File: src/rtl/laser_frame_sequencer.sv
// Ping-pong point buffer and frame sequencer for the LASER coverage core:
// loads host points, bursts full frames to the core and queues its results.
module laser_frame_sequencer #(
    parameter int NPTS = 40
) (
    input  logic        CLK,
    input  logic        RST,
    input  logic [3:0]  PX,
    input  logic [3:0]  PY,
    input  logic        P_VALID,
    output logic        P_READY,
    output logic [3:0]  X,
    output logic [3:0]  Y,
    output logic        L_RST,
    input  logic [3:0]  C1X,
    input  logic [3:0]  C1Y,
    input  logic [3:0]  C2X,
    input  logic [3:0]  C2Y,
    input  logic        DONE,
    output logic [15:0] R_DATA,
    output logic        R_VALID,
    input  logic        R_READY
);
    localparam int IW = (NPTS > 1) ? $clog2(NPTS) : 1;
    localparam int AW = IW + 1;
    localparam logic [IW-1:0] LAST = IW'(NPTS - 1);

    typedef enum logic [1:0] {S_IDLE, S_STREAM, S_RUN} state_t;
    typedef enum logic [1:0] {B_EMPTY, B_FULL, B_STREAMING} bank_st_t;

    state_t        state_q, state_d;
    bank_st_t      bank_st_q [2];
    bank_st_t      bank_st_d [2];
    logic          wb_q, wb_d, rb_q, rb_d;
    logic [IW-1:0] wi_q, wi_d, si_q, si_d;
    logic          l_rst_q, l_rst_d;
    logic [15:0]   fifo_q [2];
    logic [15:0]   fifo_d [2];
    logic          fifo_wp_q, fifo_wp_d, fifo_rp_q, fifo_rp_d;
    logic [1:0]    fifo_cnt_q, fifo_cnt_d;

    // Both banks share one RAM; the bank select is the address MSB.
    logic [7:0]    mem [2**AW];
    logic [7:0]    xy_q;

    logic          accept, fill_done, push, pop, start, stream_end, rd_en;
    logic [IW-1:0] rd_idx;
    logic [AW-1:0] rd_addr;

    assign P_READY = (bank_st_q[wb_q] == B_EMPTY);
    assign R_VALID = (fifo_cnt_q != 2'd0);
    assign R_DATA  = R_VALID ? fifo_q[fifo_rp_q] : 16'h0;
    assign X       = xy_q[7:4];
    assign Y       = xy_q[3:0];
    assign L_RST   = l_rst_q;

    assign accept     = P_VALID && P_READY;
    assign fill_done  = accept && (wi_q == LAST);
    assign pop        = R_VALID && R_READY;
    assign push       = (state_q == S_RUN) && DONE;
    // Start only if the result slot will be free by the time this frame finishes.
    assign start      = (state_q == S_IDLE) && (bank_st_q[rb_q] == B_FULL) &&
                        ((fifo_cnt_q == 2'd0) || ((fifo_cnt_q == 2'd1) && pop));
    assign stream_end = (state_q == S_STREAM) && (si_q == LAST);
    assign rd_en      = start || ((state_q == S_STREAM) && !stream_end);
    assign rd_idx     = start ? '0 : si_q + IW'(1);
    assign rd_addr    = {rb_q, rd_idx};

    generate
        for (genvar gi = 0; gi < 2; gi++) begin : g_slot
            assign bank_st_d[gi] = (fill_done && (wb_q == 1'(gi)))  ? B_FULL :
                                   (start && (rb_q == 1'(gi)))      ? B_STREAMING :
                                   (stream_end && (rb_q == 1'(gi))) ? B_EMPTY :
                                   bank_st_q[gi];
            assign fifo_d[gi] = (push && (fifo_wp_q == 1'(gi))) ? {C1X, C1Y, C2X, C2Y}
                                                                  : fifo_q[gi];
        end
    endgenerate

    always_comb begin
        state_d    = state_q;
        si_d       = si_q;
        rb_d       = rb_q;
        l_rst_d    = l_rst_q;
        wi_d       = wi_q;
        wb_d       = wb_q;
        fifo_wp_d  = fifo_wp_q ^ push;
        fifo_rp_d  = fifo_rp_q ^ pop;
        fifo_cnt_d = fifo_cnt_q;

        unique case (state_q)
            S_IDLE: begin
                if (start) begin
                    state_d = S_STREAM;
                    si_d    = '0;
                    l_rst_d = 1'b0;
                end
            end
            S_STREAM: begin
                if (stream_end) begin
                    state_d = S_RUN;
                    si_d    = '0;
                    rb_d    = ~rb_q;
                end else begin
                    si_d = si_q + IW'(1);
                end
            end
            S_RUN: begin
                if (DONE) begin
                    state_d = S_IDLE;
                    l_rst_d = 1'b1;
                end
            end
            default: begin
                state_d = S_IDLE;
                l_rst_d = 1'b1;
            end
        endcase

        if (accept) begin
            if (wi_q == LAST) begin
                wi_d = '0;
                wb_d = ~wb_q;
            end else begin
                wi_d = wi_q + IW'(1);
            end
        end

        unique case ({push, pop})
            2'b10:   fifo_cnt_d = fifo_cnt_q + 2'd1;
            2'b01:   fifo_cnt_d = fifo_cnt_q - 2'd1;
            default: fifo_cnt_d = fifo_cnt_q;
        endcase
    end

    always_ff @(posedge CLK) begin
        if (RST) begin
            state_q    <= S_IDLE;
            wb_q       <= 1'b0;
            rb_q       <= 1'b0;
            wi_q       <= '0;
            si_q       <= '0;
            l_rst_q    <= 1'b1;
            fifo_wp_q  <= 1'b0;
            fifo_rp_q  <= 1'b0;
            fifo_cnt_q <= 2'd0;
            for (int i = 0; i < 2; i++) begin
                bank_st_q[i] <= B_EMPTY;
                fifo_q[i]    <= 16'h0;
            end
        end else begin
            state_q    <= state_d;
            wb_q       <= wb_d;
            rb_q       <= rb_d;
            wi_q       <= wi_d;
            si_q       <= si_d;
            l_rst_q    <= l_rst_d;
            fifo_wp_q  <= fifo_wp_d;
            fifo_rp_q  <= fifo_rp_d;
            fifo_cnt_q <= fifo_cnt_d;
            bank_st_q  <= bank_st_d;
            fifo_q     <= fifo_d;
        end
    end

    // Registered RAM read doubles as the X/Y output register; it reads zero outside STREAM.
    always_ff @(posedge CLK) begin
        if (accept && !RST) begin
            mem[{wb_q, wi_q}] <= {PX, PY};
        end
        if (RST || !rd_en) begin
            xy_q <= 8'h0;
        end else begin
            xy_q <= mem[rd_addr];
        end
    end
endmodule

File: config.mk
export PLATFORM = sky130hd
export DESIGN_NAME = laser_frame_sequencer
export DESIGN_NICKNAME = d
export VERILOG_FILES = /design/src/rtl/laser_frame_sequencer.sv
export SDC_FILE = /design/constraint.sdc
export NUM_CORES = 2
export LEC_CHECK = 0
export BUFFER_PORTS_ARGS = -buffer_cell sky130_fd_sc_hd__buf_4
export CAP_MARGIN = 25
export CORE_UTILIZATION = 51
export CTS_CLUSTER_SIZE = 14
export DETAILED_ROUTE_END_ITERATION = 7
export GPL_TIMING_DRIVEN = 0
export HOLD_SLACK_MARGIN = 0.12
export PLACE_DENSITY = 0.67
export SETUP_SLACK_MARGIN = 0.4
export SLEW_MARGIN = 20
export SYNTH_ARGS = -nofsm -noshare
export SYNTH_HDL_FRONTEND = slang
export SYNTH_SLANG_ARGS = --single-unit
File: constraint.sdc
create_clock -name CLK -period 7.85 [get_ports CLK]
set_input_delay 0.785 -clock CLK [delete_from_list [all_inputs] [get_ports CLK]]
set_output_delay 0.785 -clock CLK [all_outputs]
set_load 0.01 [all_outputs]
==> results.cfg <==
[power]
p_per_area_mw_per_mm2 = 237
leakage_nw = 15.2
ir_drop_v = 0.000187
p_total_mw = 11.7

[worst_setup_path]
r2r_end = xy_q[2]$_SDFF_PP0_
endpoint = xy_q[2]$_SDFF_PP0_
crit_start = si_q[1]$_SDFFE_PP0P_
critPathLaunchType = flop
worstPathMaxFanout = 10
crit_top_cell = buf_2
cp.arrival_ps = 6570
max_stage_delay_ps = 830
cp-end-kind = flop
path_cells = ha_1 > buf_2 > xor2_1 > buf_2 > buf_2 > buf_2 > clkbuf_1 > nand2_1 > a311oi_1 > o22ai_1 > o2111ai_1 > nand4_1 > o211ai_1
slowest_stage = a311oi_1
r2r_setup_slack_ps = 1810
rr_startpoint = si_q[1]$_SDFFE_PP0P_
reg2regPathDepth = 13
path_class = reg2reg
crit_required_ps = 8380

[cts]
postCtsHoldBufs = 0
cts_tree = yes
clk_latency_ps = 690
root_buffer = clkbuf_16
cts_resized = 0
cts.sinks = 1089
cts.htree.levels = 3
cts.reportedPaths.clkPinSlew_ps = 60
cts_buffers = 109
post_cts_buffers = 0
max-clock-path-buffers = 3

[sta]
tightest_slew_ps = 1250
final.min_clock_period_ps = 6040
setup_violations = 0
fin_skew_ps = 29.9
rsz0062_at_grt = false
setup_tns_ps = 0
fmaxAchievable_mhz = 165
fin_crit_sh_pct = 77.0
layout_setup_ws_ps = 1810
relSlewSlack_pct = 16.4
slew_violations = 0
finalHoldViolCount = 0

[synthesis]
ys_seq_area_share_pct = 73.3
ys_types = 75
synthesis.nets = 2853
syn_area_sq_mm = 0.0437
synthArstFlopShare_pct = 0
yosys_register_bits = 1089
synth_cells = 2817
avgSynthCellArea_sq_um = 15.5
synth_edf_count = 1024
synthFlopType = edfxtp_1
yosysWarnings = 0

[place]
port_buffers = 55
dp_slack_ps = 2230
dp_hpwl_um = 106000
gp_congestion = 1.01
post_dp_cell_area_sq_mm = 0.0458

[cells_and_area]
drive_gt1_share_pct = 15.3
final_cell_area_sq_mm = 0.0494
nets = 3034
finish.utilization_pct = 58.1
area_growth_pct = 13.0

[routing]
firstDrtPassIters = 6
wire_per_inst_um = 36.5
ant_nets = 0
via_per_inst = 6.75
vias = 28600
drc = 0
drt_iter0_drc = 4959
routed_wl_um = 154000

[die]
fp.dieH_um = 295
core-area_sq_mm = 0.0850
num_rows = 107
initial_core_util_pct = 51.4
die_area_sq_mm = 0.0869
chipWidth_um = 295
num_io_pins = 56

[global_routing]
grt_overflow_total = 0
grt_max_degree = 129
antenna_found_initial = 12
grt_pass1_wl_um = 211000
grt.total_usage_pct = 35.6
grt_pass1_vias = 26800

[outcome]
status = finished, final reports clean

[job]
drv_cap = 0

[min_path]
hp-class = in2reg
## routing by layer
metal / global-route usage [%] / share of wire (%) / vias to the layer above
met4: 14.8 / 4.6 / 10
met3: 9.38 / 14 / 375
met1: 49.6 / 38 / 14500
met5: 0 / 0.053 / -
li1: - / - / 11500
met2: 52.9 / 44 / 2268
## logic make-up after synthesis
kind of cell | after synthesis | synth area share, %
AOI/OAI and AO/OA | 554 | 8.60
xor gates and xnor gates | 16 | 0.320
adders and majority gates | 7 | 0.200
buffers and inverters | 207 | 2.04
DFF | 1089 | 73.3
muxes | 302 | 8.97
and+or+nand+nor | 642 | 6.56
## worst min path at each step
stage | slack [ps] | from | to | cells after the start
6_report | 350 | C1Y[0] | fifo_q[24]$_SDFFE_PP0P_ | 3
5_1_grt | 360 | RST | state_q[0]$_SDFFE_PP0P_ | 2
4_1_cts | 330 | C1Y[0] | fifo_q[24]$_SDFFE_PP0P_ | 3
3_5_place_dp | 480 | fifo_q[8]$_SDFFE_PP0P_ | fifo_q[8]$_SDFFE_PP0P_ | 2
3_3_place_gp | 470 | fifo_q[24]$_SDFFE_PP0P_ | fifo_q[24]$_SDFFE_PP0P_ | 2
2_1_floorplan | 460 | bank_st_q[1]$_SDFFE_PP0P_ | bank_st_q[1]$_SDFFE_PP0P_ | 2
## cells in the final DEF, fill, tap and decap left out, types with 13 or more instances in the layout
master	netlist	routed
edfxtp_1	1024	1024
nor2_1	250	249
nand2_1	172	172
mux2i_1	158	158
clkbuf_1	108	123
a21oi_1	115	115
clkbuf_16	0	110
o21ai_0	98	98
mux2_2	80	80
nor3_1	75	74
buf_2	63	68
dfxtp_1	65	65
mux4_2	64	64
o22ai_1	63	63
buf_4	8	59
a311oi_1	46	46
a211oi_1	45	45
o211ai_1	37	37
and3_1	31	31
nand3_1	29	29
clkinv_2	0	25
clkinv_1	0	21
nand4_1	19	19
a31oi_1	19	19
nor2b_1	16	16
or3_1	13	13
## power breakdown
part | total (mW) | internal [mW] | switching (mW)
combinational | 0.192 | 0.0388 | 0.153
sequential | 6.36 | 6.35 | 0.00407
clock | 5.16 | 2.95 | 2.21
total | 11.7 | 9.34 | 2.37
## cell type report
class                      instances  area [sq um]
fill                            6501         35600
sequential                      1089         32100
multi-input combinational       1521         10800
clock buffer                     135          2870
tap                             1144          1430
buffer                           196           868
timing repair buffer              70           694
clock inverter                    67           647
inverter                          11          41.3
antenna                            3          7.51
## sequential cells by signal, indices dropped and copies added, names as in the netlist
name        cells
mem          1024
fifo_q         32
xy_q            8
si_q            6
wi_q            6
bank_st_q       4
fifo_cnt_q      2
state_q         2
L_RST           1
fifo_rp_q       1
fifo_wp_q       1
rb_q            1
wb_q            1
## cell usage after synthesis (31+ instances only)
| cell | n | area share [%] |
|---|---|---|
| edfxtp_1 | 1024 | 70 |
| clkbuf_1 | 108 | 0.93 |
| nor2_1 | 250 | 2.1 |
| mux2i_1 | 158 | 3.6 |
| a21oi_1 | 115 | 1.3 |
| o21ai_0 | 98 | 1.1 |
| and3_1 | 31 | 0.44 |
| a311oi_1 | 46 | 0.92 |
| nand2_1 | 172 | 1.5 |
| buf_2 | 63 | 0.72 |
| mux2_2 | 80 | 2.1 |
| o211ai_1 | 37 | 0.64 |
| nor3_1 | 75 | 0.86 |
| mux4_2 | 64 | 3.3 |
| a211oi_1 | 45 | 0.77 |
| dfxtp_1 | 65 | 3.0 |
| o22ai_1 | 63 | 0.90 |
## critical path, delay by kind of cell (launching register included)
| family | cells | cell delay [ps] |
|---|---|---|
| buf+inv | 5 | 2740 |
| compound gates | 4 | 1590 |
| flops | 1 | 470 |
| xor+xnor | 1 | 460 |
| simple gates | 2 | 390 |
| fa+ha+maj | 1 | 190 |
## stage by stage
stage	std cells	hold WS, ps
6_report	4236	347
5_1_grt	4234	362
4_1_cts	4229	333
3_5_place_dp	4027	483
3_3_place_gp	4016	471
2_1_floorplan	2817	458
(Power assumes the default switching activity.)
